### src/rtl/xnorpop_pkg.sv
// rtl/xnorpop_pkg.sv - shared types and helpers for the xnorpop accumulator slice
// Saturating adds return {overflow, sum[31:0]} so callers can slice to their own width.
package xnorpop_pkg;

  typedef enum logic {ST_FIRST, ST_RUN} state_t;

  function automatic int f_clog2(input int v);
    int r;
    int t;
    r = 0;
    t = v - 1;
    while (t > 0) begin
      r++;
      t = t >> 1;
    end
    return r;
  endfunction

  function automatic logic [32:0] sat_add_u(input logic [31:0] a, input logic [31:0] b,
                                            input int w);
    logic [32:0] s;
    logic [32:0] mx;
    s  = {1'b0, a} + {1'b0, b};
    mx = (33'd1 << w) - 33'd1;
    if (s > mx) return {1'b1, mx[31:0]};
    return {1'b0, s[31:0]};
  endfunction

  function automatic logic [32:0] sat_add_s(input logic signed [31:0] a,
                                            input logic signed [31:0] b, input int w);
    logic signed [32:0] s;
    logic signed [32:0] mx;
    logic signed [32:0] mn;
    s  = {a[31], a} + {b[31], b};
    mx = (33'sd1 <<< (w - 1)) - 33'sd1;
    mn = -(33'sd1 <<< (w - 1));
    if (s > mx) return {1'b1, mx[31:0]};
    if (s < mn) return {1'b1, mn[31:0]};
    return {1'b0, s[31:0]};
  endfunction

endpackage

### src/rtl/popcount_tree.sv
// rtl/popcount_tree.sv - combinational binary adder tree counting set bits
// Recursively halves the input so depth grows with log2(DATA_W).
module popcount_tree
  import xnorpop_pkg::*;
#(
  parameter int DATA_W = 128,
  parameter int CNT_W  = f_clog2(DATA_W + 1)
) (
  input  logic [DATA_W-1:0] bits,
  output logic [CNT_W-1:0]  count
);

  generate
    if (DATA_W == 1) begin : g_leaf
      assign count = CNT_W'(bits);
    end else begin : g_node
      localparam int LO_W = DATA_W / 2;
      localparam int HI_W = DATA_W - LO_W;
      localparam int LO_C = f_clog2(LO_W + 1);
      localparam int HI_C = f_clog2(HI_W + 1);
      logic [LO_C-1:0] lo_cnt;
      logic [HI_C-1:0] hi_cnt;

      popcount_tree #(.DATA_W(LO_W), .CNT_W(LO_C)) u_lo (
        .bits  (bits[LO_W-1:0]),
        .count (lo_cnt)
      );
      popcount_tree #(.DATA_W(HI_W), .CNT_W(HI_C)) u_hi (
        .bits  (bits[DATA_W-1:LO_W]),
        .count (hi_cnt)
      );

      assign count = CNT_W'(lo_cnt) + CNT_W'(hi_cnt);
    end
  endgenerate

endmodule

### src/rtl/xnorpop_accum.sv
// rtl/xnorpop_accum.sv - pipelined XNOR-popcount vector accumulator with valid/ready
// Define XNORPOP_BIPOLAR_EN for signed {-1,+1} dot products instead of unsigned popcounts.
module xnorpop_accum
  import xnorpop_pkg::*;
#(
  parameter int DATA_W = 128,
  parameter int ACC_W  = 16
) (
  input  logic              clk,
  input  logic              reset_n,
  input  logic              in_valid,
  output logic              in_ready,
  input  logic [DATA_W-1:0] in_x,
  input  logic [DATA_W-1:0] in_y,
  input  logic              in_last,
  output logic              out_valid,
  input  logic              out_ready,
  output logic [ACC_W-1:0]  out_sum,
  output logic              out_ovf
);

  localparam int CNT_W = f_clog2(DATA_W + 1);

  logic [CNT_W-1:0] pop_comb;
  logic [CNT_W-1:0] s1_pop;
  logic             s1_valid;
  logic             s1_last;
  logic             stall;
  logic             in_fire;
  logic             s1_take;
  state_t           state, state_next;
  logic [ACC_W-1:0] acc, acc_next;
  logic             ovf, ovf_next;
  logic [ACC_W-1:0] base;
  logic             base_ovf;
  logic [32:0]      add_r;
  logic             unused_add;

  popcount_tree #(.DATA_W(DATA_W), .CNT_W(CNT_W)) u_pop (
    .bits  (~(in_x ^ in_y)),
    .count (pop_comb)
  );

  // Only a finished vector waiting on a full output register can block the pipe.
  assign stall    = s1_valid && s1_last && out_valid && !out_ready;
  assign in_ready = !stall;
  assign in_fire  = in_valid && in_ready;
  assign s1_take  = s1_valid && !stall;

  always_ff @(posedge clk or negedge reset_n) begin
    if (!reset_n) begin
      s1_valid <= 1'b0;
      s1_last  <= 1'b0;
      s1_pop   <= '0;
    end else if (in_fire) begin
      s1_valid <= 1'b1;
      s1_last  <= in_last;
      s1_pop   <= pop_comb;
    end else if (!stall) begin
      s1_valid <= 1'b0;
    end
  end

`ifdef XNORPOP_BIPOLAR_EN
  logic signed [CNT_W:0] contrib;
  assign contrib = $signed({s1_pop, 1'b0} - (CNT_W + 1)'(DATA_W));
`endif

  always_comb begin
    state_next = state;
    acc_next   = acc;
    ovf_next   = ovf;
    // A new vector starts from zero with a clear overflow flag.
    base       = (state == ST_FIRST) ? '0 : acc;
    base_ovf   = (state == ST_RUN) && ovf;
`ifdef XNORPOP_BIPOLAR_EN
    add_r      = sat_add_s(32'($signed(base)), 32'(contrib), ACC_W);
`else
    add_r      = sat_add_u(32'(base), 32'(s1_pop), ACC_W);
`endif
    if (s1_take) begin
      acc_next   = add_r[ACC_W-1:0];
      ovf_next   = base_ovf | add_r[32];
      state_next = s1_last ? ST_FIRST : ST_RUN;
    end
  end

  assign unused_add = ^add_r[31:ACC_W];

  always_ff @(posedge clk or negedge reset_n) begin
    if (!reset_n) begin
      state <= ST_FIRST;
      acc   <= '0;
      ovf   <= 1'b0;
    end else begin
      state <= state_next;
      acc   <= acc_next;
      ovf   <= ovf_next;
    end
  end

  always_ff @(posedge clk or negedge reset_n) begin
    if (!reset_n) begin
      out_valid <= 1'b0;
      out_sum   <= '0;
      out_ovf   <= 1'b0;
    end else if (s1_take && s1_last) begin
      out_valid <= 1'b1;
      out_sum   <= acc_next;
      out_ovf   <= ovf_next;
    end else if (out_valid && out_ready) begin
      out_valid <= 1'b0;
    end
  end

endmodule

### config.mk
export PLATFORM = sky130hd
export DESIGN_NAME = xnorpop_accum
export DESIGN_NICKNAME = d
export VERILOG_FILES = /design/src/rtl/xnorpop_pkg.sv /design/src/rtl/popcount_tree.sv /design/src/rtl/xnorpop_accum.sv
export SDC_FILE = /design/constraint.sdc
export NUM_CORES = 1
export LEC_CHECK = 0
export ABC_AREA = 1
export BUFFER_PORTS_ARGS = -buffer_cell sky130_fd_sc_hd__buf_2
export CAP_MARGIN = 20
export CORE_MARGIN = 2
export CORE_UTILIZATION = 51
export CTS_CLUSTER_DIAMETER = 50
export DETAILED_ROUTE_END_ITERATION = 10
export PLACE_DENSITY = 0.83
export SKIP_CTS_REPAIR_TIMING = 1
export SLEW_MARGIN = 10
export SYNTH_ARGS = -nofsm -noshare
export SYNTH_HDL_FRONTEND = slang
export SYNTH_SLANG_ARGS = --single-unit
### constraint.sdc
create_clock -name clk -period 2.8 [get_ports clk]
set_input_delay 0.42 -clock clk [delete_from_list [all_inputs] [get_ports clk]]
set_output_delay 0.42 -clock clk [all_outputs]
set_load 0.01 [all_outputs]
==> reports/qor.yml <==
outcome:
  status: "finished, violations left"
  violations: "negative setup slack"
yosys:
  yosysSeqAreaShare: 0.1674
  synth_seq_cells: 46
  synth_most_common_cell: "inv_1"
  synth-edff-count: 0
  yosys_warnings: 0
  synth.avg_cell_area_um2: 9.268
  syn-cell-area_um2: 6877
  synth_cells: 742
  synthFlopType: "dfrtp_1"
  ys_top_cells_by_count: "144 x inv_1, 143 x nand2_1, 116 x fa_1"
  synth_top_area_frac: 0.3377
  synth_top_area_cell: "fa_1"
  async_flop_share: 1.000
  syn-num-nets: 1152
  synth_cell_types: 33
  ys_top_cells_by_area: "fa_1 34%, dfrtp_1 17%, xnor2_1 8.7%, xor2_1 8.7%, inv_1 7.9%"
sta:
  fmax_ghz: 0.1420
  drv_slew: 0
  slew_headroom: 0.6511
  worst_slew_pin_slew_ns: 0.5214
  fin_ws_ns: -4.244
  final.min_clock_period_ns: 7.044
  skew_ns: 0.004885
  setup_violations: 8
  hold_violations: 0
  min_period_over_period: 2.516
  rsz0062_at_grt: "true"
drt:
  route.detailed.drc: 0
  first_pass_iters: 5
  antenna_left: 0
  vias: 5706
  drt-wirelength-per-cell_um: 13.95
  wl_mm: 17.02
  drtIter0Drc: 210
  via_per_inst: 4.677
min_path:
  hold_class: "in2async"
setup_path:
  critPathLaunch: "in_y[59]"
  criticalPathCategory: "in2reg"
  worstSetupEndpointType: "flop"
  r2r-start: "state$_DFFE_PN0P_"
  worstPathArrival_ns: 7.21
  reg2regPathDepth: 14
  cp_common_cell: "fa_1"
  cp_slowest_cell: "fa_1"
  cp-start-kind: "input pin"
  cp_max_fo: 2
  crit_family: "adder cells"
  max_stage_delay_ns: 0.57
  worstReg2RegEnd: "out_sum[14]$_DFFE_PN0P_"
  critPathBufInv: 11
  worstPathRequired_ns: 2.96
  r2r_slack_ns: 0.40
cts:
  clkSinkCount: 46
  insertion_delay_ns: 0.28
  clkTransAtPathRegs_ns: 0.06
  cts_buffers: 5
  root_buffer: "clkbuf_16"
  clk_path_buf_depth: 2
  cts_tree: "yes"
  h-tree-depth: 2
grt:
  grt_overflow: 0
  grt_max_degree: 47
  gr-usage-all-layers: 0.2408
  antenna_found_initial: 0
  grt_pass1_vias: 6307
  grt_pass1_wl_mm: 27.53
placement:
  pre_cts_slack_ns: -4.540
  gp_congestion: 0.8836
  hpwl_mm: 15.13
  io_buffer_count: 279
finish:
  nets: 1453
  fill_cells: 1071
  seq_area_um2: 1151
  multi_input_area_um2: 5233
  syn2layout_area_growth_pct: 29.91
  layout-drive-gt1-share: 0.3375
floorplanning:
  start_util: 0.5213
  die-width_um: 120.1
  die_area_um2: 14430
  die_h_um: 120.1
  rows: 42
  ios: 280
  coreArea_um2: 13190
run:
  cap_violations: 0
## layout make-up
cell class | count | share of cell area
inverter | 149 | 0.06289
tap | 176 | 0.02465
antenna | 1 | 0.0002801
clock inverter | 1 | 0.0008403
multi-input combinational | 538 | 0.5857
timing repair buffer | 303 | 0.1824
sequential | 46 | 0.1289
clock buffer | 6 | 0.01443
## worst reg2reg max path: stages (launching register included)
cell and delay (ns):
dfrtp_1 0.42, nand2_1 0.08, inv_1 0.04, ha_1 0.20, fa_1 0.41, nand2_1 0.08, nand2_1 0.09, nand3_1 0.10
nand2_1 0.15, nand2_2 0.15, nand2_4 0.08, inv_4 0.19, nand3_1 0.15, nand3_1 0.10, nand2_1 0.05
## routing by layer
metal | vias to the layer above | wire length, um | GRT usage
met3 | 29 | 773 | 0.02852
met5 | - | 0 | 0
li1 | 2805 | - | -
met4 | 0 | 403 | 0.05735
met2 | 159 | 9648 | 0.4744
met1 | 2713 | 6192 | 0.2734
## kinds of logic after synthesis
kind of cell / share of synthesized area
AND/OR/NAND/NOR: 0.1401
XOR/XNOR: 0.1732
AO/OA/AOI/OAI: 0.03093
adder cells (fa/ha/maj): 0.3977
flip-flops: 0.1674
buffers and inverters: 0.09061
## flip-flops by register name, summed over array words and instances, names as in the netlist
name	flops
acc	16
out_sum	16
s1_pop	8
out_ovf	1
out_valid	1
ovf	1
s1_last	1
s1_valid	1
state	1
## worst max path at each step
stage                                  to  slack, ns  depth (start not counted)
floorplan           s1_pop[6]$_DFFE_PN0P_      -4.09                         27
global placement    s1_pop[6]$_DFFE_PN0P_      -4.40                         28
detailed placement  s1_pop[6]$_DFFE_PN0P_      -4.54                         28
CTS                 s1_pop[6]$_DFFE_PN0P_      -4.25                         28
global route        s1_pop[6]$_DFFE_PN0P_      -4.41                         28
finish              s1_pop[2]$_DFFE_PN0P_      -4.24                         26
## placed cells by master (no fill, tap or decap), drive strengths merged
master / netlist / routed
buf: 7 / 303
nand2: 149 / 149
inv: 149 / 149
fa: 116 / 116
xor2: 68 / 68
xnor2: 68 / 68
dfrtp: 46 / 46
ha: 33 / 33
nand3: 32 / 32
nor2: 22 / 22
o21ai: 10 / 10
a21oi: 7 / 7
or2: 7 / 7
clkbuf: 2 / 6
o211ai: 5 / 5
o21a: 4 / 4
nand4: 3 / 3
a21boi: 3 / 3
a31oi: 3 / 3
o22ai: 3 / 3
nor3: 2 / 2
nand3b: 2 / 2
diode: 0 / 1
nand2b: 1 / 1
clkinvlp: 0 / 1
## stage by stage
stage          cell area [um^2]  hold slack, ns  setup TNS (ns)  cells  utilization
6_report                   8934         0.08708          -31.13   1220       0.6773
5_1_grt                    8931          0.1266          -32.64   1219       0.6771
4_1_cts                    8763          0.3353          -31.29   1214       0.6644
3_5_place_dp               8627          0.4593          -33.65   1207       0.6541
3_3_place_gp               8627          0.4583          -32.90   1207       0.6541
2_1_floorplan              6929          0.1244          -29.85    742            -
Power is left out: the tool's default activity adds up to more than one toggle a clock period on the data nets, which glitch-free logic cannot reach.
